## src/rtl/edge_cache_pkg.sv

```systemverilog
// Shared types and constants for the edge-cache responder and the Dijkstra core it serves.
// EC_NO_EDGE is also exported as a macro so the core agrees on the +inf encoding.
`ifndef EC_NO_EDGE
`define EC_NO_EDGE 32'h7F80_0000
`endif
`ifndef DEFAULT_MAX_NODES
`define DEFAULT_MAX_NODES 64
`endif
`ifndef DEFAULT_INDEX_WIDTH
`define DEFAULT_INDEX_WIDTH 8
`endif
`ifndef DEFAULT_VALUE_WIDTH
`define DEFAULT_VALUE_WIDTH 32
`endif

package edge_cache_pkg;

    localparam int unsigned DEFAULT_MAX_NODES   = `DEFAULT_MAX_NODES;
    localparam int unsigned DEFAULT_INDEX_WIDTH = `DEFAULT_INDEX_WIDTH;
    localparam int unsigned DEFAULT_VALUE_WIDTH = `DEFAULT_VALUE_WIDTH;

    // Matrix elements are 32-bit words; byte address = element index << WORD_SHIFT.
    localparam int unsigned WORD_SHIFT = 2;

    localparam logic [31:0] EC_NO_EDGE = `EC_NO_EDGE;

    typedef enum logic [1:0] {
        IDLE,
        FETCH,
        SERVE
    } ec_state_t;

endpackage

```

## src/rtl/edge_row_buffer.sv

```systemverilog
// Simple dual-port row RAM: one write port, one registered read port.
module edge_row_buffer #(
    parameter int unsigned DEPTH  = 64,
    parameter int unsigned WIDTH  = 32,
    parameter int unsigned ADDR_W = 6
) (
    input  logic              clock,
    input  logic              reset_n,
    input  logic              we,
    input  logic [ADDR_W-1:0] waddr,
    input  logic [WIDTH-1:0]  wdata,
    input  logic [ADDR_W-1:0] raddr,
    output logic [WIDTH-1:0]  rdata
);

    logic [WIDTH-1:0] mem [DEPTH];

    always_ff @(posedge clock) begin
        if (we) begin
            mem[waddr] <= wdata;
        end
    end

    always_ff @(posedge clock or negedge reset_n) begin
        if (!reset_n) begin
            rdata <= '0;
        end else begin
            rdata <= mem[raddr];
        end
    end

endmodule

```

## src/rtl/edge_cache_responder.sv

```systemverilog
// Edge-query responder: caches one adjacency-matrix row fetched over an Avalon-MM
// pipelined read master and serves edge weights with one-cycle latency on a row hit.
module edge_cache_responder
    import edge_cache_pkg::*;
#(
    parameter int unsigned MAX_NODES   = DEFAULT_MAX_NODES,
    parameter int unsigned INDEX_WIDTH = DEFAULT_INDEX_WIDTH,
    parameter int unsigned VALUE_WIDTH = DEFAULT_VALUE_WIDTH,
    parameter int unsigned ADDR_WIDTH  = 32
) (
    input  logic                   clock,
    input  logic                   reset_n,
    input  logic [INDEX_WIDTH-1:0] number_of_nodes,
    input  logic [ADDR_WIDTH-1:0]  base_address,
    input  logic                   invalidate,
    input  logic                   ec_query,
    input  logic [INDEX_WIDTH-1:0] ec_from_node,
    input  logic [INDEX_WIDTH-1:0] ec_to_node,
    output logic                   ec_ready,
    output logic [VALUE_WIDTH-1:0] ec_edge_value,
    output logic                   mem_read,
    output logic [ADDR_WIDTH-1:0]  mem_address,
    input  logic                   mem_waitrequest,
    input  logic [VALUE_WIDTH-1:0] mem_readdata,
    input  logic                   mem_readdatavalid
);

    localparam int unsigned CNT_W  = $clog2(MAX_NODES + 1);
    localparam int unsigned ROW_AW = (MAX_NODES > 1) ? $clog2(MAX_NODES) : 1;

    ec_state_t              state;
    logic                   row_valid;
    logic                   inval_pending;
    logic [INDEX_WIDTH-1:0] cached_from;
    logic [INDEX_WIDTH-1:0] rd_to_q;
    logic                   oor_q;
    logic [CNT_W-1:0]       issue_cnt;
    logic [CNT_W-1:0]       recv_cnt;
    logic [CNT_W-1:0]       fill_n;
    logic                   hit;
    logic                   accept;
    logic                   row_we;
    logic [VALUE_WIDTH-1:0] row_rdata;

    // Rows longer than the buffer are clamped; the missing columns read as no-edge.
    assign fill_n = (32'(number_of_nodes) > MAX_NODES) ? CNT_W'(MAX_NODES)
                                                       : CNT_W'(number_of_nodes);
    assign hit    = row_valid && (cached_from == ec_from_node);
    assign accept = mem_read && !mem_waitrequest;
    assign row_we = (state == FETCH) && mem_readdatavalid && (recv_cnt < fill_n);

    always_ff @(posedge clock or negedge reset_n) begin
        if (!reset_n) begin
            state         <= IDLE;
            row_valid     <= 1'b0;
            inval_pending <= 1'b0;
            cached_from   <= '0;
            issue_cnt     <= '0;
            recv_cnt      <= '0;
            mem_read      <= 1'b0;
            mem_address   <= '0;
        end else begin
            unique case (state)
                IDLE: begin
                    if (ec_query) begin
                        if (hit) begin
                            state <= SERVE;
                        end else begin
                            cached_from   <= ec_from_node;
                            issue_cnt     <= '0;
                            recv_cnt      <= '0;
                            row_valid     <= 1'b0;
                            inval_pending <= 1'b0;
                            mem_address   <= base_address +
                                ((ADDR_WIDTH'(ec_from_node) * ADDR_WIDTH'(number_of_nodes))
                                 << WORD_SHIFT);
                            mem_read      <= (fill_n != '0);
                            state         <= FETCH;
                        end
                    end
                end
                FETCH: begin
                    if (accept) begin
                        issue_cnt   <= issue_cnt + 1'b1;
                        mem_address <= mem_address + (ADDR_WIDTH'(1) << WORD_SHIFT);
                    end
                    mem_read <= (issue_cnt + CNT_W'(accept)) < fill_n;
                    if (row_we) begin
                        recv_cnt <= recv_cnt + 1'b1;
                    end
                    // An invalidate seen mid-fill is remembered; the fill still completes.
                    if (invalidate) begin
                        inval_pending <= 1'b1;
                    end
                    if (recv_cnt == fill_n) begin
                        row_valid <= !(inval_pending || invalidate);
                        mem_read  <= 1'b0;
                        state     <= SERVE;
                    end
                end
                SERVE: begin
                    if (!ec_query || !hit) begin
                        state <= IDLE;
                    end
                end
                default: state <= IDLE;
            endcase
            if (invalidate && (state != FETCH)) begin
                row_valid <= 1'b0;
            end
        end
    end

    always_ff @(posedge clock or negedge reset_n) begin
        if (!reset_n) begin
            rd_to_q <= '0;
            oor_q   <= 1'b0;
        end else begin
            rd_to_q <= ec_to_node;
            oor_q   <= 32'(ec_to_node) >= 32'(fill_n);
        end
    end

    edge_row_buffer #(
        .DEPTH  (MAX_NODES),
        .WIDTH  (VALUE_WIDTH),
        .ADDR_W (ROW_AW)
    ) u_row (
        .clock   (clock),
        .reset_n (reset_n),
        .we      (row_we),
        .waddr   (ROW_AW'(recv_cnt)),
        .wdata   (mem_readdata),
        .raddr   (ROW_AW'(ec_to_node)),
        .rdata   (row_rdata)
    );

    assign ec_edge_value = oor_q ? VALUE_WIDTH'(EC_NO_EDGE) : row_rdata;

    // Ready waits one cycle after a column change so the registered read has caught up.
    assign ec_ready = (state == SERVE) && ec_query && hit && (rd_to_q == ec_to_node);

endmodule

```

## config.mk

```make
export PLATFORM = sky130hd
export DESIGN_NAME = edge_cache_responder
export DESIGN_NICKNAME = d
export VERILOG_FILES = /design/src/rtl/edge_cache_pkg.sv /design/src/rtl/edge_row_buffer.sv /design/src/rtl/edge_cache_responder.sv
export SDC_FILE = /design/constraint.sdc
export NUM_CORES = 2
export LEC_CHECK = 0
export BUFFER_PORTS_ARGS = -buffer_cell sky130_fd_sc_hd__buf_2
export CORE_MARGIN = 8
export CORE_UTILIZATION = 50
export CTS_BUF_LIST = sky130_fd_sc_hd__clkbuf_8
export CTS_CLUSTER_SIZE = 20
export DETAILED_ROUTE_END_ITERATION = 12
export GPL_ROUTABILITY_DRIVEN = 0
export PLACE_DENSITY_LB_ADDON = 0.25
export REMOVE_ABC_BUFFERS = 1
export SYNTH_ARGS = -nofsm -noshare
export SYNTH_HDL_FRONTEND = slang
export SYNTH_SLANG_ARGS = --single-unit
```

## constraint.sdc

```tcl
create_clock -name clock -period 3.7 [get_ports clock]
set_clock_uncertainty 0.1 [all_clocks]
set_input_delay 0.37 -clock clock [delete_from_list [all_inputs] [get_ports clock]]
set_output_delay 0.37 -clock clock [all_outputs]
set_load 0.05 [all_outputs]
```

# Word-level counts from Yosys, hierarchy flattened
# Memories as Yosys holds them, arrays and structs flattened. A register that Yosys moved wholly into a read port is not among the register bits.
# Index checks and enable logic that the tools add are counted.
dict set report totals {
  register_bits 68
  ramBits 2048
  in_bits 94
  output_inout_bits 66
  elab_cells 94
  memories 1
}
dict set report classes {
  n_addsub 5
  mul 1
  order_cmp 4
  n_eq_ne 16
  mux 30
  bitwise_logic 1
  reduce_logical 26
}
# name depth width read_ports rd_ports_with_merged_regs write_ports line_no
set memory_table {}
lappend memory_table {u_row.mem 64 32 1 1 1 edge_row_buffer.sv:16} ;# logic [WIDTH-1:0] mem [DEPTH];
# cell count
set op_table {}
lappend op_table {{$mux 32} 4}
lappend op_table {{$pmux 32 s2} 1}
lappend op_table {{$mux 7} 5}
lappend op_table {{$add 32x18->32} 1}
lappend op_table {{$add 32x3->32 const B} 1}
lappend op_table {{$pmux 7 s2} 2}
lappend op_table {{$eq 8x8->1} 2}
lappend op_table {{$mul 8x8->16} 1}
lappend op_table {{$reduce_and 4->1} 4}
lappend op_table {{$add 7x1->7 const B} 2}
lappend op_table {{$lt 7x7->1} 2}
lappend op_table {{$ne 2x2->1 const B} 6}
lappend op_table {{$mux 1} 10}
lappend op_table {{$reduce_and 3->1} 3}
lappend op_table {{$ge 8x7->1} 1}
lappend op_table {{$gt 8x7->1 const B} 1}
lappend op_table {{$logic_and 1x1->1} 8}
lappend op_table {{$mux 2} 4}
lappend op_table {{$add 7x1->7} 1}
lappend op_table {{$eq 7x7->1} 1}
lappend op_table {{$reduce_bool 7->1} 1}
lappend op_table {{$ne 3x3->1 const B} 2}
lappend op_table {{$pmux 1 s2} 3}
lappend op_table {{$pmux 2 s3} 1}
lappend op_table {{other kinds (10)} 16}

# Logic depth before layout (Yosys ltp)
dict set report depth {
  ltp_word 6
  depth_mapped 26
  ltp_nobuf 24
}

# By module
# A second synthesis with hierarchy kept.
dict set report unflattened {
  cells_unflattened 4239
  area_unflattened_um2 86261.5
}
# mod instances cells_per_inst area_each_um2 seq_area_each_um2
set by_module_without_submodules {}
lappend by_module_without_submodules {edge_row_buffer 1 3325 78669.2 62299.8}
lappend by_module_without_submodules {edge_cache_responder 1 914 7592.3 1701.6}

# Worst setup path before layout
# No wires, ideal clock.
dict set report synth_path {
  kind {input to register}
  start {input port ec_from_node[6]}
  end {register mem_address[31]}
  setup_ns 0.126
  t_arrival_ns 5.357
  t_required_ns 3.474
  path_slack_ns -1.883
  stages 21
  path_buffers 1
  cell_sequence {clkbuf_1 > and2_1 > fa_1 > fa_1 > fa_1 > inv_1 > fa_1 > inv_1 > ha_1 > a21oi_1 > o21ai_0 > o21a_1 > o41ai_1 > xnor2_1 > ha_1 > and3_1 > and2_1 > nand3_1 > o21ai_1 > a32o_1 > o22ai_1}
}
dict set report synth_via {
  elab_chain_cells 5
  word_cells_on_any_way 9
  classes_between {add/sub (1); mul (1); eq/ne (2); mux (3); reduce/logical (2)}
}
# item line_no
set synth_lines {}
lappend synth_lines {{from (decl)} edge_cache_responder.sv:17} ;# input logic [INDEX_WIDTH-1:0] ec_from_node,
lappend synth_lines {{$mul 8x8->16} edge_cache_responder.sv:75} ;# ((ADDR_WIDTH'(ec_from_node) * ADDR_WIDTH'(number_of_nodes))
lappend synth_lines {{$add 32x18->32} edge_cache_responder.sv:74} ;# mem_address <= base_address +
lappend synth_lines {{$mux 32} edge_cache_responder.sv:66} ;# if (hit) begin
lappend synth_lines {{$mux 32} edge_cache_responder.sv:65} ;# if (ec_query) begin
lappend synth_lines {{$pmux 32 s2} edge_cache_responder.sv:63} ;# unique case (state)
lappend synth_lines {{to (signal assigned)} edge_cache_responder.sv:74}
lappend synth_lines {{to (signal assigned)} edge_cache_responder.sv:85} ;# mem_address <= mem_address + (ADDR_WIDTH'(1) << WORD_SHIFT);
lappend synth_lines {{to (decl)} edge_cache_responder.sv:22} ;# output logic [ADDR_WIDTH-1:0] mem_address,
# Parallel ways exist; a longest one is shown, timed or not. The select of a mux whose other input is x is not followed.
# A chain may end at the register's enable or synchronous reset.

# Final worst setup path
dict set report layout_path {
  start {input port ec_from_node[0]}
  end {register mem_address[30]}
}
# The elaborated chain is that of the path after synthesis.

==> results.txt <==
----------------------------------------------------
[GRT]
  Global-route wire length before repair ... 310000 µm
  Number of global-route vias before repair ... 45300
  Overflow after GRT ... 0
  Pin count of the biggest net entering global routing ... 65
  Number of antenna violations at the first check in global routing ... 20
  Global routing usage summed across all routing layers ... 22.6%

[Timing]
  Share of the clock period used by the worst path after layout ... 126%
  Relative slew margins ... 17.7%
  Pin slew with the least headroom to its limit ... 1230 ps
  Top achievable clock speed ... 214 MHz
  Min Clock Period, post-route ... 4670 ps
  Final-report max-slew violation count ... 0
  Setup repair after global routing missed its margin ... yes
  Worst-case setup margin in the final layout ... -966 ps
  Count of endpoints failing hold in the final timing report ... 0
  Count of final setup violators ... 23

[Clock network]
  Max Root-Sink Buffers ... 4
  Total clock buffers created by CTS ... 356
  Num Clock Sinks ... 2148
  Clock tree from TritonCTS ... yes
  Number of H-tree levels ... 5
  Clock insertion delay at the later pin of the skew report ... 1000 ps
  Post-CTS clock slew at the launch and capture registers of the worst setup and hold paths ... 70 ps
  Clock Tree Root ... sky130_fd_sc_hd__clkbuf_8

[Die]
  Floorplan Core Area ... 171000 µm²
  Row Count ... 152
  Area of the die ... 186000 µm²
  Total I/O pin count ... 160
  Vertical die dimension ... 431 µm
  Die extent in x ... 431 µm
  Starting density of the core ... 50.3%

[Layout]
  Area growth from synthesis to final layout ... 18.6%
  Final Non-Filler Cells ... 7395
  Commonest non-fill, non-tap cell in the layout ... sky130_fd_sc_hd__edfxtp_1
  Share of cells above drive strength 1 ... 35.1%
  Combined area of the multi-input logic cells ... 22300 µm²
  Area taken by flip-flops and latches ... 64000 µm²
  Final design utilization ... 59.6%
  Commonest non-fill, non-tap cells in the layout ... 2048 x sky130_fd_sc_hd__edfxtp_1, 619 x sky130_fd_sc_hd__mux4_2, 373 x sky130_fd_sc_hd__clkbuf_8
  # fillers ... 12100
  Post-layout nets ... 5035

[Pwr]
  Static Leak ... 34.0 nW
  Largest vdd supply drop ... 0.641 mV
  Pwr/cell area ... 558 nW/µm²

[Yosys]
  EDFF count, synth ... 2048
  Yosys top cell area share ... 71.4%
  Post-synth ARST share ... 4.66%
  Post-synthesis instance area ... 86200 µm²
  Yosys warning count ... 0
  Number of instances in the synthesized netlist ... 4076
  Post-synthesis average cell area ... 21.1 µm²
  Main flop type after synthesis ... sky130_fd_sc_hd__edfxtp_1
  Dominant cells by area after synthesis ... sky130_fd_sc_hd__edfxtp_1 71%, sky130_fd_sc_hd__mux4_2 16%, sky130_fd_sc_hd__dfrtp_1 2.9%
  Post-synthesis cell type with the largest combined area ... sky130_fd_sc_hd__edfxtp_1
  Unique cell type count in the Yosys netlist ... 68
  Post-synthesis register bit count ... 2148
  Part of the Yosys area used for sequential elements ... 74.3%

[Critical path]
  Endpoint arrival time on the critical path ... 5430 ps
  Slowest stage cell, crit path ... sky130_fd_sc_hd__fa_1
  CP dominant cell by count ... sky130_fd_sc_hd__a21o_1
  Max stage delay on crit path ... 520 ps
  Start-to-end type of the worst setup path ... primary input to flop
  Crit path capture type ... flop
  Critical path data required time ... 4470 ps
  Startpoint type of the worst setup path ... primary input
  Highest net fanout along the worst path ... 4

[Detailed routing]
  Antenna Violating Nets Remaining ... 0
  Via-per-instance ratio ... 5.99
  DRC violation total after the first TritonRoute iteration ... 4272
  Final WL ... 214000 µm
  Count of vias placed by the detailed router ... 44300
  Detailed-router iteration count before antenna repair ... 5
  Wire per inst ... 28.9 µm
  Number of remaining DRC errors ... 0

[Placed design]
  Number of buffer cells added on primary ports ... 159
  Cell count after placement ... 6688
  HPWL reported at the end of detailed placement ... 129000 µm
  Dpl ws ... -2210 ps

[Run status]
  Outcome ... finished, violations left
  Violations in the final reports ... setup timing

[Job]
  Max-cap viol count ... 0

[Hold path]
  Tightest Hold Check Type ... primary input to flop

----------------------------------------------------
-- flip-flops by register name (all words and copies together) (netlist names) --
signal and flops:
rd_to_q 8, recv_cnt 7, cached_from 8, u_row.mem 2048, mem_read 1, state 2
inval_pending 1, row_valid 1, mem_address 32, oor_q 1, u_row.rdata 32, issue_cnt 7
-- metal layers --
layer  part of all wire (%)  wire length [µm]  vias to the layer above  GRT usage (%)
met4                    3.1              6580                        2           7.34
met1                     40             86500                    23600           31.2
met5                 0.0061                13                        -              0
met2                     49            105000                     1896           37.0
met3                    7.2             15400                      401           4.08
li1                       -                 -                    18400              -
-- path summary, 6_finish.rpt --
| path | endpoint | depth (start not counted) | slack (ps) | startpoint |
|---|---|---|---|---|
| setup / recovery | mem_address[30] | 26 | -970 | ec_from_node[0] |
| hold / removal | mem_read | 6 | 90 | number_of_nodes[5] |
| setup reg to reg | u_row.mem[11][8] | 9 | 730 | recv_cnt[4] |
| hold reg to reg | mem_address[0] | 2 | 380 | mem_address[0] |
| max in group asynchronous | mem_address[6] | 4 | 2300 | reset_n |
| min in group asynchronous | mem_address[19] | 3 | 480 | reset_n |
-- critical path, delay by kind of cell --
kind,cells,cell delay [ps]
XOR/XNOR,2,250
adder cells (fa/ha/maj),6,2220
AND/OR/NAND/NOR,4,820
AO/OA/AOI/OAI,9,1350
buffers and inverters,5,410
-- where the power goes --
part	internal (mW)	switching (mW)
logic	4.78	5.97
registers	27.1	0.452
clock network	9.73	8.98
-- timing repair --
action	CTS	global route
gates resized for setup	129	94
hold buffers	66	0
setup endpoints to repair	23	25
pin swaps	49	83
buffers inserted	11	16
cloned	0	0
hold endpoints to repair	377	0
-- layout make-up --
cell class	instances	share of cell area (%)
Multi-Input combinational cell	1655	21.8
Clock buffer	373	5.02
Inverter	64	0.235
Timing Repair Buffer	601	6.32
Clock inverter	226	1.08
Antenna cell	18	0.0441
Sequential cell	2148	62.6
Tap cell	2310	2.83
-- cell usage after synthesis, drive strengths merged (5+ instances only) --
cell type and count:
edfxtp 2048, mux4 619, nand2 143, nor2 121, clkbuf 110, dfrtp 100
buf 99, a21oi 94, ha 78, nor2b 65, inv 64, and2 62
o21ai 53, xnor2 44, a211oi 42, fa 37, mux2i 32, nand3 31
o22ai 25, a22oi 24, xor2 18, and3 17, nor3 16, nand4 12
a21o 11, or2 11, a31oi 10, nand2b 9, or3 9, and4 6
o211ai 5, o21a 5
-- through the flow --
stage / cell area, µm² / total power, mW / hold WS [ps] / setup TNS [ps]
6_report: 102000 / 57.0 / 89.4 / -17190
2_1_floorplan: 85300 / 32.6 / -25.6 / -1126180
4_1_cts: 102000 / 56.1 / 0.234 / -14000
5_1_grt: 102000 / 59.1 / 72.8 / -18770
3_5_place_dp: 94100 / 36.3 / 372 / -45960
3_3_place_gp: 94100 / 36.2 / 360 / -44100
-- kinds of logic after synthesis --
family | count (synthesis) | synth area share (%)
xor+xnor | 62 | 0.630
compound gates | 303 | 2.21
fa+ha+maj | 115 | 1.99
flops | 2148 | 74.3
buf+inv | 273 | 1.31
simple gates | 520 | 3.00
mux | 655 | 16.6
(Power assumes the default switching activity.)
